**src/rtl/note_envelope_pwm_pkg.sv**
```systemverilog
// Shared types and constants for the note envelope / PWM audio output stage.
package note_envelope_pwm_pkg;

    typedef enum logic [2:0] {
        ST_IDLE    = 3'd0,
        ST_ATTACK  = 3'd1,
        ST_DECAY   = 3'd2,
        ST_SUSTAIN = 3'd3,
        ST_RELEASE = 3'd4
    } env_state_t;

    localparam int ENV_W = 8;
    localparam logic [ENV_W-1:0] ENV_MAX = '1;

    localparam int DEF_ATTACK_STEP   = 16;
    localparam int DEF_DECAY_STEP    = 4;
    localparam int DEF_SUSTAIN_LEVEL = 160;
    localparam int DEF_RELEASE_STEP  = 2;

endpackage

```
**src/rtl/note_envelope_pwm_pwm_modulator.sv**
```systemverilog
// Free-running PWM: the duty word is captured once per period so a mid-period
// duty change never truncates or stretches the current pulse.
module pwm_modulator #(
    parameter int PWM_BITS = 8
) (
    input  logic                clock,
    input  logic                reset,
    input  logic [PWM_BITS-1:0] duty,
    output logic                pwmOut
);

    localparam logic [PWM_BITS-1:0] CNT_LAST = '1;

    logic [PWM_BITS-1:0] pwm_cnt;
    logic [PWM_BITS-1:0] duty_p0;

    always_ff @(posedge clock) begin
        if (reset) begin
            pwm_cnt <= '0;
            duty_p0 <= '0;
            pwmOut  <= 1'b0;
        end else begin
            pwm_cnt <= pwm_cnt + PWM_BITS'(1);
            if (pwm_cnt == CNT_LAST) begin
                duty_p0 <= duty;
            end
            // Output stage: compare result registered to keep the pin glitch-free.
            pwmOut <= (pwm_cnt < duty_p0);
        end
    end

endmodule

```
**src/rtl/note_envelope_pwm.sv**
```systemverilog
// Tick-driven ADSR envelope with volume scaling, feeding a 1-bit PWM audio pin.
module note_envelope_pwm
    import note_envelope_pwm_pkg::*;
#(
    parameter int ENV_TICK_DIV  = 100_000,
    parameter int PWM_BITS      = 8,
    parameter int ATTACK_STEP   = DEF_ATTACK_STEP,
    parameter int DECAY_STEP    = DEF_DECAY_STEP,
    parameter int SUSTAIN_LEVEL = DEF_SUSTAIN_LEVEL,
    parameter int RELEASE_STEP  = DEF_RELEASE_STEP
) (
    input  logic             clock,
    input  logic             reset,
    input  logic             toneIn,
    input  logic             noteStart,
    input  logic             noteActive,
    input  logic [3:0]       volume,
    output logic             pwmOut,
    output logic             aud_sd,
    output logic [ENV_W-1:0] envLevel
);

    localparam int TW = $clog2(ENV_TICK_DIV);
    localparam logic [TW-1:0]    TICK_LAST   = TW'(ENV_TICK_DIV - 1);
    localparam logic [ENV_W-1:0] ATTACK_INC  = ENV_W'(ATTACK_STEP);
    localparam logic [ENV_W-1:0] DECAY_DEC   = ENV_W'(DECAY_STEP);
    localparam logic [ENV_W-1:0] RELEASE_DEC = ENV_W'(RELEASE_STEP);
    localparam logic [ENV_W-1:0] SUSTAIN_LVL = ENV_W'(SUSTAIN_LEVEL);

    function automatic logic [ENV_W-1:0] sat_add(input logic [ENV_W-1:0] a,
                                                 input logic [ENV_W-1:0] b);
        logic [ENV_W:0] sum;
        sum = {1'b0, a} + {1'b0, b};
        return sum[ENV_W] ? ENV_MAX : sum[ENV_W-1:0];
    endfunction

    // Subtract with a lower clamp; done wide and signed so nothing wraps.
    function automatic logic [ENV_W-1:0] sub_floor(input logic [ENV_W-1:0] a,
                                                   input logic [ENV_W-1:0] b,
                                                   input logic [ENV_W-1:0] floor_lvl);
        logic signed [ENV_W+1:0] diff;
        diff = $signed({2'b00, a}) - $signed({2'b00, b});
        if (diff <= $signed({2'b00, floor_lvl})) begin
            return floor_lvl;
        end
        return diff[ENV_W-1:0];
    endfunction

    logic [TW-1:0]    tick_cnt;
    logic             tick;
    env_state_t       state;
    env_state_t       state_next;
    logic [ENV_W-1:0] env_next;
    logic             tone_p0;
    logic [4:0]       vol_scale;
    logic [11:0]      prod;
    logic [ENV_W-1:0] amp;
    logic [PWM_BITS-1:0] duty;

    assign tick = (tick_cnt == TICK_LAST);

    always_comb begin
        state_next = state;
        env_next   = envLevel;
        case (state)
            ST_IDLE: env_next = '0;
            ST_ATTACK: begin
                if (tick) begin
                    env_next = sat_add(envLevel, ATTACK_INC);
                    if (env_next == ENV_MAX) state_next = ST_DECAY;
                end
            end
            ST_DECAY: begin
                if (tick) begin
                    env_next = sub_floor(envLevel, DECAY_DEC, SUSTAIN_LVL);
                    if (env_next == SUSTAIN_LVL) state_next = ST_SUSTAIN;
                end
            end
            ST_SUSTAIN: ;
            ST_RELEASE: begin
                if (tick) begin
                    env_next = sub_floor(envLevel, RELEASE_DEC, '0);
                    if (env_next == '0) state_next = ST_IDLE;
                end
            end
            default: begin
                state_next = ST_IDLE;
                env_next   = '0;
            end
        endcase
        // Note boundaries override the tick-driven transition; the step above
        // was still computed in the old state.
        if (noteStart) begin
            state_next = ST_ATTACK;
        end else if (!noteActive && (state == ST_ATTACK || state == ST_DECAY ||
                                     state == ST_SUSTAIN)) begin
            state_next = ST_RELEASE;
        end
    end

    always_ff @(posedge clock) begin
        if (reset) begin
            tick_cnt <= '0;
            state    <= ST_IDLE;
            envLevel <= '0;
            tone_p0  <= 1'b0;
            aud_sd   <= 1'b0;
        end else begin
            tick_cnt <= tick ? '0 : tick_cnt + TW'(1);
            state    <= state_next;
            envLevel <= env_next;
            tone_p0  <= toneIn;
            aud_sd   <= (state != ST_IDLE);
        end
    end

    // volume+1 in 1..16, so the product of an 8-bit level never exceeds 12 bits.
    assign vol_scale = {1'b0, volume} + 5'd1;
    assign prod      = {4'b0000, envLevel} * {7'b0000000, vol_scale};
    assign amp       = ENV_W'(prod >> 4);
    assign duty      = tone_p0 ? PWM_BITS'(amp >> (ENV_W - PWM_BITS)) : '0;

    pwm_modulator #(
        .PWM_BITS(PWM_BITS)
    ) u_pwm (
        .clock (clock),
        .reset (reset),
        .duty  (duty),
        .pwmOut(pwmOut)
    );

endmodule
```
**config.mk**
```make
export PLATFORM = sky130hd
export DESIGN_NAME = note_envelope_pwm
export DESIGN_NICKNAME = d
export VERILOG_FILES = /design/src/rtl/note_envelope_pwm_pkg.sv /design/src/rtl/note_envelope_pwm_pwm_modulator.sv /design/src/rtl/note_envelope_pwm.sv
export SDC_FILE = /design/constraint.sdc
export NUM_CORES = 1
export LEC_CHECK = 0
export ABC_AREA = 0
export BUFFER_PORTS_ARGS = -buffer_cell sky130_fd_sc_hd__buf_2
export CAP_MARGIN = 20
export CORE_ASPECT_RATIO = 0.5
export CORE_MARGIN = 1.5
export CORE_UTILIZATION = 50
export CTS_CLUSTER_SIZE = 10
export DETAILED_ROUTE_END_ITERATION = 8
export PLACE_DENSITY = 0.64
export SYNTH_ARGS = -nofsm -noshare
export SYNTH_HDL_FRONTEND = slang
export SYNTH_SLANG_ARGS = --single-unit
```
**constraint.sdc**
```tcl
create_clock -name clock -period 7.9 [get_ports clock]
set_clock_uncertainty 0.2 [all_clocks]
set_input_delay 1.58 -clock clock [delete_from_list [all_inputs] [get_ports clock]]
set_output_delay 1.58 -clock clock [all_outputs]
set_load 0.005 [all_outputs]
```
==> results of run 1 <==
stage by stage:
step / hold WS, ps / cell area [um2]
after floorplan: 218 / 3900
after global placement: 234 / 4010
after detailed placement: 245 / 4010
after CTS: 261 / 4160
after global routing: 294 / 4160
final: 253 / 4160
routing by layer:
layer | global-route usage [%] | vias to the layer above | wire, um
li1 | - | 1654 | -
met1 | 32.7 | 1537 | 4540
met2 | 32.9 | 84 | 3560
met3 | 3.50 | 5 | 424
met4 | 5.34 | 0 | 46
met5 | 0 | - | 0
cells in the final DEF (no fill, tap or decap), types with 3 or more instances in the layout:
cell / instances
inv_1: 47
nor2_1: 47
dfxtp_1: 47
nand2_1: 39
ha_1: 34
a21oi_1: 23
and2_1: 20
xor2_1: 19
o21ai_0: 18
buf_2: 18
fa_1: 16
nand3_1: 15
xnor2_1: 13
nand2b_1: 10
nand4_1: 9
nor3_1: 8
and3_1: 7
o21ai_1: 6
nor2b_1: 5
a22oi_1: 5
or3_1: 5
clkbuf_16: 5
and4_1: 4
nor4b_2: 4
o21a_1: 4
o31ai_1: 4
nor3b_1: 3
a21o_1: 3
path summary, 6_finish.rpt:
kind	start	to	slack, ps
worst max-delay path	volume[0]	u_pwm.duty_p0[4]	2090
worst min-delay path	tick_cnt[0]	tick_cnt[0]	250
worst max register to register	envLevel[2]	u_pwm.duty_p0[4]	3370
worst min register to register	tick_cnt[0]	tick_cnt[0]	250
power groups by stage:
| stage | logic [W] | registers (W) | clock network [W] |
|---|---|---|---|
| 4_1_cts | 0.0000344 | 0.000246 | 0.000222 |
| 2_1_floorplan | 0.0000247 | 0.000249 | 0 |
| 5_1_grt | 0.0000388 | 0.000246 | 0.000232 |
| 3_3_place_gp | 0.0000337 | 0.000251 | 0 |
| 3_5_place_dp | 0.0000342 | 0.000251 | 0 |
| 6_report | 0.0000341 | 0.000246 | 0.000217 |
flip-flops by register name (all words and copies together) (netlist names):
name / count
tick_cnt: 17
envLevel: 8
u_pwm.duty_p0: 8
u_pwm.pwm_cnt: 8
state: 3
aud_sd: 1
tone_p0: 1
u_pwm.pwmOut: 1
critical path: cells and delay by family:
family          cells  cell delay (ps)
xor+xnor            1              420
simple gates        4             1080
buf+inv             2              200
compound gates      3              460
fa+ha+maj           5             2110
logic make-up after synthesis:
kind of cell | Yosys count
compound gates | 93
flops | 47
fa+ha+maj | 52
xor+xnor | 32
buf+inv | 69
simple gates | 185
layout make-up:
cell class              instances  area (um2)  share of cell area [%]
multi-input cells             362        2670                    64.3
flip-flops and latches         47         941                    22.6
inverters                      49         184                    4.42
clock buffers                   7         143                    3.43
well taps                      96         120                    2.89
repair buffers                 18        90.1                    2.17
clock inverters                 1        8.76                   0.211
==> summary.md, run 1 <==
| Metric | Value |
|---|---|
| Status | completed |
| Synth area leader | dfxtp_1 |
| Drt drc | 0 |
| Critical-path cell list | buf_2, ha_1, xor2_1, nand2_1, fa_1, fa_1, fa_1, inv_1, ha_1, a21o_1, a21oi_1, nor4b_2, nor2_1, or4_1, a21oi_1 |
| Pwr dens | 120 nW/um2 |
| Antenna violations before repair | 0 |
| Largest net degree at the start of global routing | 32 |
| Number of I/O pins | 19 |
| Die H | 65.4 um |
| Post-synthesis instance area | 3900 um2 |
| XOR/XNOR share of the synthesized area | 7.19% |
| Die Footprint | 8370 um2 |
| Syn_area_per_cell | 8.15 um2 |
| Syn. warnings | 0 |
| WHS Path Cells | 1 |
| Sequential cell area fraction in the yosys report | 24.1% |
| Ys flop type | dfxtp_1 |
| Shortest period the worst path allows | 5810 ps |
| Unrepaired setup endpoints after global routing | no |
| Setup repair bufs after CTS | 0 |
| TritonCTS clock tree | done |
| Skew-Pair Late Insertion Delay | 290 ps |
| Leakage | 1.77 nW |
| WL/cell | 14.8 um |
| CP arrival | 5830 ps |
| DRT antenna net count | 0 |
| Clock sink count | 47 |
| GP Congestion | 0.846 |
| GR Util All Layers | 21.9% |
| Site Rows | 22 |
| Vias in the first global route | 2929 |
| GRT overflow | 0 |
| Clock power frac | 43.7% |
| Final hold viol count | 0 |
| Num CTS Buffers | 5 |
| First-pass GRT wire length | 14500 um |
| CTS root buf | clkbuf_16 |
| Overall Power | 0.000497 W |
| Maxcap violations | 0 |
| Non-Filler Instances | 580 |
| Ant. Diodes | 0 |
| Placeable Area | 7430 um2 |
| Post-layout util | 56.0% |
| Internal power | 0.000381 W |
| Max stage delay on crit path | 540 ps |
| Slew @ Worst Pin | 740 ps |
| First-pass DRT Iterations | 5 |
| Crit path max fanout | 9 |
| Longest Clk Path Bufs | 2 |
| Synth unique cells | 65 |
| Synth Net Count | 537 |
| Top cell by count, worst path | fa_1 |
| Fill cell count | 709 |
| Worst setup SP type | input port |
| # nets final | 542 |
| Post-cts repair resize count | 0 |
| Mux cell area share after synthesis | 0% |
| Detailed router's first-iteration violation count | 190 |
| Rel. slew slack | 50.6% |
| Hold Crit Class | reg2reg |
| Async SR Flop Fraction | 0% |
| Max H-tree Level | 2 |
| # placed instances | 572 |
| Post-synthesis cell count | 478 |
| CP Class | in2reg |
| Via/cell ratio | 5.66 |
| CP max stage cell | fa_1 |
| Period utilisation layout | 73.6% |
| Detailed Route WL | 8570 um |
| Adder-cell share of the synthesized area | 19.6% |
| Area added between synthesis and finish | 6.74% |
| FMAX | 0.172 GHz |
| PortBufs | 18 |
| Number of synthesized register bits | 47 |
| Synth Area in Simple Gates | 25.2% |
| Post-synth EDFFs | 0 |
| # setup viols final | 0 |
| Compound-gate portion of the synthesized area | 16.5% |
| Die width | 128 um |
| Setup TNS | 0 ps |
| WP data required | 7920 ps |
| Sequential power share | 49.4% |
| Initial core utilization | 52.4% |
| Hpwl dp | 6350 um |
| Top cells by area, synth | dfxtp_1 24%, ha_1 11%, fa_1 8.2% |
| Combinational share of power | 6.9% |
| Largest family of logic cells by synthesized area | simple AND/OR/NAND/NOR gates |
| Top-area cell type share of the netlist area | 24.1% |
| CP Capture Type | flop |
| Switching portion of total power | 23.4% |
| Hold_buf cts | 0 |
| Commonest cells post-synth | 47 x dfxtp_1, 47 x inv_1, 47 x nor2_1, 39 x nand2_1, 34 x ha_1 |
| Reg clk slew, reported paths | 60 ps |
| Reg2Reg Depth | 14 |
| Maximum VDD drop | 0.0802 mV |
| Sw Pwr | 0.000116 W |
| Final Max Slew Viols | 0 |
| DP Worst Slack | 1820 ps |
| Vias | 3280 |
| Fin worst setup slack | 2090 ps |
| Layout cells sized above 1 | 8.06% |
Power figures use the tool's default switching activity.
==> run 2: changes to the inputs <==
--- a/config.mk
+++ b/config.mk
@@ -13,7 +13,7 @@
 export CORE_UTILIZATION = 50
 export CTS_CLUSTER_SIZE = 10
 export DETAILED_ROUTE_END_ITERATION = 8
-export PLACE_DENSITY = 0.64
+export PLACE_DENSITY = 0.67
 export SYNTH_ARGS = -nofsm -noshare
 export SYNTH_HDL_FRONTEND = slang
 export SYNTH_SLANG_ARGS = --single-unit
==> constraint.sdc (replaced) <==
create_clock -name clock -period 5 [get_ports clock]
set_clock_uncertainty 0.2 [all_clocks]
set_input_delay 1 -clock clock [delete_from_list [all_inputs] [get_ports clock]]
set_output_delay 1 -clock clock [all_outputs]
set_load 0.005 [all_outputs]
==> run 2 against run 1 <==
Effect of this change:
- routed wire length is 3.1% higher
- clock power is 57% higher
- sequential power is 58% higher
- critical endpoint unchanged
- worst setup slack worse by 1900 ps
- critical path type unchanged
- design area is 5.1% higher
- highest routed layer unchanged
- cell count is 3.3% higher
- non-clock buffer count is 19 higher
- power is 59% higher
- core utilization is 2.9 points higher
- count of clock-buffer cells in the layout stayed put
==> summary.md, run 2 (synthesized netlist as in run 1, its figures left out) <==
| Metric | Value |
|---|---|
| Reg clk slew, reported paths | 70 ps (about the same) |
| Non-Filler Instances | 599 (+3.3%) |
| Detailed Route WL | 8840 um (+3.1%) |
| Num CTS Buffers | 5 (unchanged) |
| CTS root buf | clkbuf_16 |
| First-pass DRT Iterations | 4 (-1) |
| Detailed router's first-iteration violation count | 219 (+15%) |
| Hold Crit Class | reg2reg |
| Clock sink count | 47 (unchanged) |
| Setup TNS | 0 ps (unchanged) |
| Site Rows | 22 (unchanged) |
| Vias in the first global route | 3157 (+7.8%) |
| Most frequent cells in the layout | 47 x inv_1, 47 x dfxtp_1, 46 x nor2_1 |
| Area added between synthesis and finish | 12.2% |
| Internal power | 0.000607 W (+59%) |
| # placed instances | 591 (+3.3%) |
| Setup repair bufs after CTS | 0 (unchanged) |
| Ant. Diodes | 0 (unchanged) |
| WL/cell | 14.7 um (-0.19%) |
| Sequential power share | 49.1% (-0.3 points) |
| GP Congestion | 0.886 (+4.8%) |
| Die H | 65.4 um (unchanged) |
| Skew-Pair Late Insertion Delay | 290 ps (about the same) |
| Fill cell count | 676 (-4.7%) |
| PortBufs | 18 (unchanged) |
| GR Util All Layers | 22.7% (+0.82 points) |
| Switching portion of total power | 23.2% (-0.20 points) |
| Hold_buf cts | 0 (unchanged) |
| Leakage | 1.94 nW (+9.1%) |
| WP data required | 5020 ps (-2900 ps) |
| Sw Pwr | 0.000183 W (+58%) |
| Layout cells sized above 1 | 13.1% (+5.1 points) |
| Final hold viol count | 0 (unchanged) |
| Shortest period the worst path allows | 4850 ps |
| Crit path buffers/inverters | 4 (+2) |
| Largest register FFs | 17 (unchanged) |
| Vias | 3413 (+4.1%) |
| Maxcap violations | 0 (unchanged) |
| Max stage delay on crit path | 540 ps (about the same) |
| Placeable Area | 7430 um2 (unchanged) |
| CP Class | in2reg |
| Die width | 128 um (unchanged) |
| Period utilisation layout | 97.0% |
| Number of I/O pins | 19 (unchanged) |
| GRT overflow | 0 (unchanged) |
| Post-layout util | 58.8% (+2.9 points) |
| Unrepaired setup endpoints after global routing | yes |
| Max H-tree Level | 2 (unchanged) |
| Drt drc | 0 (unchanged) |
| Initial core utilization | 52.4% (unchanged) |
| Overall Power | 0.000791 W (+59%) |
| Slew @ Worst Pin | 683 ps (-56.5 ps) |
| FMAX | 0.206 GHz |
| CP max stage cell | fa_1 |
| Top cell by count, worst path | fa_1 |
| Biggest register | tick_cnt |
| Die Footprint | 8370 um2 (unchanged) |
| CP arrival | 4870 ps (-960 ps) |
| Via/cell ratio | 5.70 (+0.75%) |
| Rel. slew slack | 54.5% (+3.8 points) |
| Hold Worst Slack | 253 ps (+0.892 ps) |
| Pwr dens | 181 nW/um2 (+51%) |
| # nets final | 561 (+3.5%) |
| Largest net degree at the start of global routing | 32 (unchanged) |
| Multi-input logic area | 2740 um2 (+2.6%) |
| Status | completed |
| Maximum VDD drop | 0.136 mV (+70%) |
| Combinational share of power | 7.8% (+0.9 points) |
| # setup viols final | 0 (unchanged) |
| Worst setup SP type | input port |
| First-pass GRT wire length | 15200 um (+5.0%) |
| Register area | 941 um2 (unchanged) |
| Antenna violations before repair | 0 (unchanged) |
| DRT antenna net count | 0 (unchanged) |
| TritonCTS clock tree | done |
| Critical-path cell list | buf_2, ha_1, and3_4, buf_4, and2_1, fa_1, fa_1, inv_1, fa_1, inv_1, ha_1, o21a_1, o21ai_2, nor2_1, or4_1, a21oi_1 |
| Crit path max-delay family | adder cells |
| Crit path max fanout | 6 (-3) |
| Final Max Slew Viols | 0 (unchanged) |
| Hpwl dp | 6550 um (+3.2%) |
| CP Capture Type | flop |
| Clock power frac | 43.1% (-0.6 points) |
| Longest Clk Path Bufs | 2 (unchanged) |
run 2: area by class of cell:
| cell class | count | share of cell area [%] |
|---|---|---|
| inverter | 49 | 4.21 |
| clock inverter | 1 | 0.200 |
| timing repair buffer | 37 | 5.32 |
| multi-input combinational | 362 | 62.7 |
| sequential | 47 | 21.5 |
| clock buffer | 7 | 3.26 |
| tap | 96 | 2.75 |
run 2: power by group through the flow:
stage          Clock, W  Sequential (W)  Combinational, W
2_1_floorplan         0        0.000393         0.0000396
3_3_place_gp          0        0.000396         0.0000599
3_5_place_dp          0        0.000397         0.0000602
4_1_cts        0.000351        0.000388         0.0000607
5_1_grt        0.000365        0.000389         0.0000686
6_report       0.000341        0.000388         0.0000616
run 2: path summary, 6_finish.rpt:
check | start | slack [ps] | cells past startpoint | end
max | volume[0] | 150 | 16 | u_pwm.duty_p0[4]
min | tick_cnt[0] | 250 | 1 | tick_cnt[0]
max reg2reg | envLevel[3] | 760 | 13 | u_pwm.duty_p0[4]
min reg2reg | tick_cnt[0] | 250 | 1 | tick_cnt[0]
run 2: repair_timing:
item | in CTS | in global routing
hold endpoints to repair | 0 | 0
resized for setup | 0 | 7
endpoints found under the setup margin | 0 | 3
run 2: metal layers:
metal / track usage [%] / vias up / part of all wire (%)
met5: 0 / - / 0
met4: 4.63 / 0 / 0.54
met3: 3.66 / 7 / 5.0
met2: 35.3 / 85 / 44
met1: 33.3 / 1627 / 51
li1: - / 1694 / -
run 2: through the flow:
step                      instance area [um2]  worst slack [ps]
final                                    4370               151
after detailed placement                 4180              -200
after floorplan                          3930              32.8
after CTS                                4330               101
after global routing                     4370             -29.5
after global placement                   4180              -151
run 2: worst register-to-register path, delay by kind of cell, from the launching register on:
kind | cells | cell delay [ps]
AOI/OAI and AO/OA | 3 | 500
adders and majority gates | 4 | 1830
buffers and inverters | 3 | 270
DFF | 1 | 650
and+or+nand+nor | 3 | 720
==> run 3: changes to the inputs <==
--- a/config.mk
+++ b/config.mk
@@ -5,7 +5,7 @@
 export SDC_FILE = /design/constraint.sdc
 export NUM_CORES = 1
 export LEC_CHECK = 0
-export ABC_AREA = 0
+export ABC_AREA = 1
 export BUFFER_PORTS_ARGS = -buffer_cell sky130_fd_sc_hd__buf_2
 export CAP_MARGIN = 20
 export CORE_ASPECT_RATIO = 0.5
==> run 3 against run 2 <==
Effect of this change:
- sequential power barely moved
- via count rose by 9.3%
- synthesized area increased by 5.1%
- routed wire length increased by 2.6%
- worst hold slack worse by 5.7 ps
- clock power down 5%
- critical path type unchanged
- largest power group unchanged
- highest routed layer unchanged
==> summary.md, run 3 <==
| Metric | Value |
|---|---|
| Hold Crit Class | reg2reg |
| Crit path max fanout | 5 (-1) |
| Hold path start | tick_cnt[0] |
| Pwr dens | 197 nW/um2 (+8.8%) |
| Layout cells sized above 1 | 11.2% (-1.9 points) |
| Longest Clk Path Bufs | 2 (unchanged) |
| Period utilisation layout | 92.3% (-4.7 points) |
| Reg clk slew, reported paths | 70 ps (about the same) |
| # setup viols final | 0 (unchanged) |
| Worst setup SP type | input port |
| Top-area cell type share of the netlist area | 23.0% (-1.2 points) |
| Setup TNS | 0 ps (unchanged) |
| Ant. Diodes | 0 (unchanged) |
| Initial core utilization | 51.4% (-1.1 points) |
| Detailed router's first-iteration violation count | 221 (+0.91%) |
| GR Util All Layers | 22.3% (-0.38 points) |
| Commonest cells post-synth | 140 x nand2_1, 120 x inv_1, 63 x nor2_1, 49 x nand3_1, 47 x dfxtp_1 |
| PortBufs | 18 (unchanged) |
| Commonest non-fill, non-tap cell in the layout | nand2_1 |
| Final hold viol count | 0 (unchanged) |
| GP Congestion | 0.866 (-2.3%) |
| CTS root buf | clkbuf_16 |
| Largest register FFs | 17 (unchanged) |
| Reg2reg start | envLevel[1] |
| Detailed Route WL | 9070 um (+2.6%) |
| Most frequent cells in the layout | 140 x nand2_1, 119 x inv_1, 60 x nor2_1 |
| Synth area leader | dfxtp_1 |
| Sw Pwr | 0.000254 W (+38%) |
| Post-synthesis instance area | 4100 um2 (+5.1%) |
| First-pass GRT wire length | 15300 um (+0.78%) |
| Shortest period the worst path allows | 4610 ps (-234 ps) |
| Antenna violations before repair | 0 (unchanged) |
| CP Class | in2reg |
| Biggest register | tick_cnt |
| Status | completed |
| Max stage delay on crit path | 550 ps (about the same) |
| Setup repair bufs after CTS | 0 (unchanged) |
| Die H | 67.0 um (+2.4%) |
| Internal power | 0.000623 W (+2.6%) |
| Post-layout util | 55.9% (-2.9 points) |
| CP Launch Point | volume[0] |
| Die width | 131 um (+2.4%) |
| Site Rows | 23 (+4.5%) |
| TritonCTS clock tree | done |
| Ys flop type | dfxtp_1 |
| # nets final | 693 (+24%) |
| Hpwl dp | 7020 um (+7.2%) |
| WL/cell | 12.1 um (-18%) |
| Top cell by count, worst path | nand2_1 |
| Synth unique cells | 39 (-40%) |
| Num CTS Buffers | 5 (unchanged) |
| Critical-path cell list | buf_2, ha_1, xor2_1, inv_1, nor2_1, fa_1, fa_1, inv_1, fa_1, inv_1, ha_1, nand2_1, inv_1, nand3_1, inv_1, nand2_1, nand2_1, nand2_1, nand2_1, nand3_1, nand2_1, nand2_1, nand3_1, a21oi_1 |
| Sequential power share | 44.5% (-4.6 points) |
| Post-synth EDFFs | 0 (unchanged) |
| DRT antenna net count | 0 (unchanged) |
| Die Footprint | 8780 um2 (+4.9%) |
| Slew @ Worst Pin | 898 ps (+215 ps) |
| Leakage | 2.24 nW (+15%) |
| Hold_buf cts | 0 (unchanged) |
| Vias in the first global route | 3423 (+8.4%) |
| Multi-input logic area | 2630 um2 (-4.2%) |
| Maximum VDD drop | 0.124 mV (-9.0%) |
| Syn_area_per_cell | 6.68 um2 (-18%) |
| Vias | 3730 (+9.3%) |
| WP data required | 4960 ps (-60 ps) |
| GRT overflow | 0 (unchanged) |
| Async SR Flop Fraction | 0% (unchanged) |
| FMAX | 0.217 GHz (+5.1%) |
| Largest net degree at the start of global routing | 24 (-25%) |
| Switching portion of total power | 28.9% (+5.7 points) |
| Syn. warnings | 0 (unchanged) |
| Rel. slew slack | 39.9% (-15 points) |
| Non-Filler Instances | 747 (+25%) |
| Final Max Slew Viols | 0 (unchanged) |
| Placeable Area | 7970 um2 (+7.3%) |
| Fill cell count | 814 (+20%) |
| Post-cts repair resize count | 0 (unchanged) |
| CP max stage cell | fa_1 |
| Via/cell ratio | 4.99 (-12%) |
| Area added between synthesis and finish | 8.86% |
| Skew-Pair Late Insertion Delay | 290 ps (about the same) |
| CP Capture Type | flop |
| R2R setup slack | 930 ps (+170 ps) |
| CP arrival | 4570 ps (-300 ps) |
| Number of synthesized register bits | 47 (unchanged) |
| Overall Power | 0.000877 W (+11%) |
| Hold Worst Slack | 248 ps (-5.73 ps) |
| Sequential cell area fraction in the yosys report | 23.0% (-1.2 points) |
| # placed instances | 739 (+25%) |
| Max H-tree Level | 2 (unchanged) |
| Combinational share of power | 18.5% (+11 points) |
| Number of I/O pins | 19 (unchanged) |
| Post-synthesis cell count | 613 (+28%) |
| Count leader, synth | nand2_1 |
| First-pass DRT Iterations | 5 (+1) |
| Top cells by area, synth | dfxtp_1 23%, nand2_1 13%, inv_1 11% |
| Synth Net Count | 672 (+25%) |
| Maxcap violations | 0 (unchanged) |
| Clock sink count | 47 (unchanged) |
| Unrepaired setup endpoints after global routing | no |
| Register area | 941 um2 (unchanged) |
| Clock power frac | 37.0% (-6.1 points) |
| Drt drc | 0 (unchanged) |
[run 3: changes by cell type after synthesis, moves of 10 or more]
cell and change:
a21oi_1 +18, nand3_1 +34, inv_1 +73, nand2b_1 -10
nor2_1 +16, xnor2_1 -12, nand2_1 +101, and2_1 -20
[run 3: per-stage QoR]
stage | setup WS (ps) | instance area, um2
floorplan | 337 | 4100
global placement | 144 | 4300
detailed placement | 106 | 4300
CTS | 382 | 4440
global route | 10.6 | 4460
finish | 385 | 4460
[run 3: kinds of logic (layout without fill, tap and decap cells)]
kind of cell	count (synthesis)	count (layout)	synth area share, %
simple gates	296	296	32.7
buf+inv	134	156	13.2
compound gates	74	74	10.2
fa+ha+maj	50	50	18.2
flops	47	47	23.0
xor+xnor	12	12	2.75
[run 3: area by class of cell]
| type | count | share of cell area, % |
|---|---|---|
| multi-input cells | 432 | 59.0 |
| clock inverters | 2 | 0.281 |
| repair buffers | 25 | 3.20 |
| inverters | 123 | 10.4 |
| clock buffers | 6 | 2.89 |
| flip-flops and latches | 47 | 21.1 |
| well taps | 112 | 3.14 |
[run 3: per-layer routing]
| metal | up-vias | wire (um) | track usage, % |
|---|---|---|---|
| met5 | - | 0 | 0 |
| met4 | 0 | 76 | 3.16 |
| met3 | 9 | 549 | 4.58 |
| met2 | 79 | 3780 | 36.7 |
| met1 | 1685 | 4660 | 30.8 |
| li1 | 1957 | - | - |
[run 3: power by group through the flow]
stage,logic (W),registers [W],clock network (W)
after floorplan,0.000122,0.000398,0
after global placement,0.000158,0.000399,0
after detailed placement,0.000160,0.000399,0
after CTS,0.000161,0.000390,0.000332
after global routing,0.000185,0.000392,0.000349
final,0.000162,0.000390,0.000324
[run 3: worst max-delay path, delay by kind of cell]
family	cells	cell delay, ps
xor+xnor	1	190
buf+inv	6	450
simple gates	11	810
compound gates	1	60
fa+ha+maj	5	2050
[run 3: path summary, 6_finish.rpt]
check / end / cells after the start
min reg2reg: tick_cnt[0] / 1
max: u_pwm.duty_p0[6] / 24
max reg2reg: u_pwm.duty_p0[6] / 21
min: tick_cnt[0] / 1
